--- config.mk ---
export PLATFORM = sky130hd
export DESIGN_NAME = instruction_decode_reg
export DESIGN_NICKNAME = d
export VERILOG_FILES = /design/src/rtl/instruction_decode_reg.sv
export SDC_FILE = /design/constraint.sdc
export NUM_CORES = 1
export LEC_CHECK = 0
export BUFFER_PORTS_ARGS = -buffer_cell sky130_fd_sc_hd__buf_2
export CAP_MARGIN = 0
export CORE_MARGIN = 2
export CORE_UTILIZATION = 45
export CTS_BUF_LIST = sky130_fd_sc_hd__clkbuf_8
export DETAILED_ROUTE_END_ITERATION = 16
export GPL_ROUTABILITY_DRIVEN = 1
export GPL_TIMING_DRIVEN = 0
export PLACE_DENSITY_LB_ADDON = 0.12
export REMOVE_ABC_BUFFERS = 1
export SKIP_LAST_GASP = 1
export SLEW_MARGIN = 30
export SYNTH_ARGS = -nofsm -noshare
export SYNTH_HDL_FRONTEND = slang
export SYNTH_SLANG_ARGS = --single-unit
--- constraint.sdc ---
create_clock -name i_clk -period 2.5 [get_ports i_clk]
set_input_delay 0.125 -clock i_clk [delete_from_list [all_inputs] [get_ports i_clk]]
set_output_delay 0.125 -clock i_clk [all_outputs]
set_load 0.02 [all_outputs]
--- src/rtl/instruction_decode_reg.sv ---
// rtl/instruction_decode_reg.sv - IF/ID pipeline register with field decode
// Holds the fetched instruction and PC+4; all decode outputs are sliced from registered state.
module instruction_decode_reg #(
   parameter int NB_INSTR = 32,
   parameter int NB_DATA  = 32,
   parameter int NB_IMM   = 16,
   parameter int NB_REG   = 5
) (
   input  logic                i_clk,
   input  logic                i_rst,
   input  logic [NB_INSTR-1:0] i_instruction,
   input  logic [NB_DATA-1:0]  i_pc4,
   input  logic                i_valid,
   input  logic                i_stall,
   input  logic                i_flush,
   output logic [5:0]          o_opcode,
   output logic [NB_REG-1:0]   o_rs,
   output logic [NB_REG-1:0]   o_rt,
   output logic [NB_REG-1:0]   o_rd,
   output logic [4:0]          o_shamt,
   output logic [5:0]          o_funct,
   output logic [NB_IMM-1:0]   o_immediate,
   output logic                o_immediate_flag,
   output logic [25:0]         o_jump_addr,
   output logic [NB_DATA-1:0]  o_pc4,
   output logic                o_is_rtype,
   output logic                o_valid
);

   logic [NB_INSTR-1:0] instr_q, instr_d;
   logic [NB_DATA-1:0]  pc4_q, pc4_d;
   logic                valid_q, valid_d;

   // Flush beats stall; a bubble is stored as all-zero so it decodes as NOP.
   always_comb begin
      instr_d = instr_q;
      pc4_d   = pc4_q;
      valid_d = valid_q;
      if (i_flush) begin
         instr_d = '0;
         pc4_d   = '0;
         valid_d = 1'b0;
      end else if (!i_stall) begin
         instr_d = i_valid ? i_instruction : '0;
         pc4_d   = i_pc4;
         valid_d = i_valid;
      end
   end

   always_ff @(posedge i_clk or posedge i_rst) begin
      if (i_rst) begin
         instr_q <= '0;
         pc4_q   <= '0;
         valid_q <= 1'b0;
      end else begin
         instr_q <= instr_d;
         pc4_q   <= pc4_d;
         valid_q <= valid_d;
      end
   end

   assign o_opcode    = instr_q[31:26];
   assign o_rs        = instr_q[21 +: NB_REG];
   assign o_rt        = instr_q[16 +: NB_REG];
   assign o_rd        = instr_q[11 +: NB_REG];
   assign o_shamt     = instr_q[10:6];
   assign o_funct     = instr_q[5:0];
   assign o_immediate = instr_q[NB_IMM-1:0];
   assign o_jump_addr = instr_q[25:0];
   assign o_pc4       = pc4_q;
   assign o_valid     = valid_q;
   assign o_is_rtype  = (instr_q[31:26] == 6'h00);

   // ANDI/ORI/XORI/LUI (0x0C..0x0F) share opcode[5:2] == 4'b0011 and zero-extend.
   assign o_immediate_flag = (instr_q[31:28] != 4'b0011);

endmodule

==> results_dict.tcl <==
set metrics [dict create \
    final-hold-violation-count 0 \
    dieHeight_um 86.2 \
    yosysUniqueCellTypes 17 \
    antenna_left 0 \
    max_clock_freq_mhz 598 \
    cts.repair.resized 0 \
    placedCellCount 479 \
    tightest_slew_ns 0.634 \
    grt_pass1_vias 2225 \
    gp_congestion 0.729 \
    finalPower_mw 2.30 \
    slowest_delay_ns 0.54 \
    grt_use_total_pct 18.6 \
    rows 29 \
    core-area_um2 6460 \
    drc_errors 0 \
    die-area_um2 7440 \
    seq_area_frac_synth_pct 53.5 \
    path_class "flip-flop to primary output" \
    start_util_pct 47.1 \
    dpl.hpwl_mm 4.81 \
    cp.arrival_ns 1.55 \
    fp.dieW_um 86.2 \
    vias_per_cell 4.85 \
    fin_nets 483 \
    path_clk_slew_ns 0.07 \
    wl_mm 6.87 \
    vias 2404 \
    timing.setup.tns_ns 0 \
    cts_root_buffer "clkbuf_8" \
    cts_tree "built" \
    yosys_warnings 0 \
    syn-instance-count 285 \
    cts.sinks 65 \
    grt_pass1_wl_mm 10.8 \
    fill_cells 586 \
    cp_slowest_cell "or4_1" \
    area_growth_pct 25.9 \
    antennaDiodeCount 0 \
    cts_max_path_buffers 2 \
    maxSlewViolCount 0 \
    rsz0062_at_grt "no" \
    irDropWorstVdd_mv 0.379 \
    drtPass1Iterations 4 \
    critPathMaxFanout 4 \
    drive_above_1_share_pct 46.5 \
    worstSetupEndpointType "primary output" \
    hp-start "i_pc4[27]" \
    yosys_register_bits 65 \
    port_buffers 177 \
    worstSetupStartpointType "flip-flop" \
    finalCritPeriodShare_pct 66.9 \
    max-cap-violations 0 \
    htree_levels 3 \
    antenna_found_initial 0 \
    p_per_area_nw_per_um2 601 \
    finalSetupViolCount 0 \
    period_minus_slack_ns 1.67 \
    cts_buffers 9 \
    hold_slack_ns 0.0336 \
    final_cell_mix "buf_2 (175), dfrtp_1 (65), nor2_1 (34)" \
    overflow 0 \
    min_path_type "primary input to flip-flop" \
    final_util_pct 59.3 \
    grt_max_degree 62 \
    insertion_delay_ns 0.32 \
    io_pins 178 \
    instances_no_fill 496 \
    p_leak_nw 2.22 \
    status "completed" \
    rr_startpoint "o_pc4[17]" \
    crit_start "instr_q[31]" \
    syn_area_per_cell_um2 10.7 \
    fin_worst_skew_ns 0 \
    relSlewSlack_pct 57.8 \
    postCtsSetupBuffers 0 \
    netlist_area_um2 3040 \
    crit_required_ns 2.38 \
    crit_chain "or4_1, nor3_2, buf_2" \
    drtIter0Drc 104 \
    wire_per_inst_um 13.8 \
    mostFrequentLayoutCell "buf_2" \
]
==> registers in the layout, summed over array words and instances (netlist names) <==
| signal | count |
|---|---|
| instr_q | 32 |
| o_pc4 | 32 |
| o_valid | 1 |
==> timing repair <==
item,4_1_cts,5_1_grt
endpoints found under the hold margin,28,0
setup endpoints to repair,0,0
hold buffers,1,0
==> per-stage QoR <==
step	area, um2	setup slack, ns
after floorplan	2610	0.749
after global placement	3590	-0.107
after detailed placement	3650	1.07
after CTS	3830	0.800
after global routing	3830	0.761
final	3830	0.827
==> metal layers <==
layer	up-vias	GRT usage (%)	share of wire, %	routed length [um]
li1	1164	-	-	-
met1	1113	23.6	42	2910
met2	119	29.7	47	3240
met3	8	6.00	9.0	620
met4	0	7.95	1.4	97
met5	-	0	0	0
==> report_power, final <==
part	internal [mW]	leakage, nW	switching (mW)
logic	0.152	1.25	0.240
clock network	0.402	0.101	0.376
registers	1.10	0.875	0.0320
total	1.65	2.22	0.648
==> logic make-up (layout without fill, tap and decap cells) <==
family | count (synthesis) | after routing | synth area share (%)
and+or+nand+nor | 91 | 91 | 15.0
DFF | 65 | 65 | 53.5
buffers and inverters | 64 | 198 | 14.4
muxes | 33 | 33 | 10.9
AOI/OAI and AO/OA | 32 | 32 | 6.25
==> synthesized netlist by cell type <==
| library cell | number | area (um2) |
|---|---|---|
| inv_1 | 2 | 7.51 |
| buf_6 | 3 | 33.8 |
| clkbuf_1 | 6 | 22.5 |
| nand3_1 | 1 | 5.00 |
| a21oi_1 | 26 | 130 |
| buf_4 | 44 | 330 |
| nand2_1 | 26 | 97.6 |
| buf_2 | 9 | 45.0 |
| nor3_2 | 1 | 10.0 |
| nor2_1 | 34 | 128 |
| dfrtp_1 | 65 | 1630 |
| or4_1 | 1 | 7.51 |
| nor2b_1 | 1 | 6.26 |
| mux2i_1 | 33 | 330 |
| a32o_1 | 6 | 60.1 |
| and2b_1 | 1 | 7.51 |
| nand3b_1 | 26 | 195 |
==> path summary, 6_finish.rpt <==
check,end,slack (ns),cells past startpoint
worst max-delay path,o_is_rtype,0.83,3
worst min-delay path,o_pc4[27],0.03,3
worst max register to register,o_pc4[17],1.75,2
worst min register to register,instr_q[22],0.52,1
max in group asynchronous,instr_q[5],1.64,4
min in group asynchronous,o_pc4[5],0.34,3
==> critical path, delay by kind of cell (launching register included) <==
| family | cells | cell delay [ns] |
|---|---|---|
| buffers and inverters | 1 | 0.18 |
| AND/OR/NAND/NOR | 2 | 0.65 |
| flip-flops | 1 | 0.39 |
==> layout make-up <==
| cell class | instances | area (um2) | share of cell area, % |
|---|---|---|---|
| clock buffers | 11 | 151 | 3.95 |
| clock inverters | 5 | 22.5 | 0.588 |
| inverters | 2 | 10.0 | 0.261 |
| multi-input cells | 156 | 977 | 25.5 |
| flip-flops and latches | 65 | 1630 | 42.4 |
| well taps | 77 | 96.3 | 2.51 |
| repair buffers | 180 | 948 | 24.7 |
Note: power is estimated with default switching activity, not from simulation.
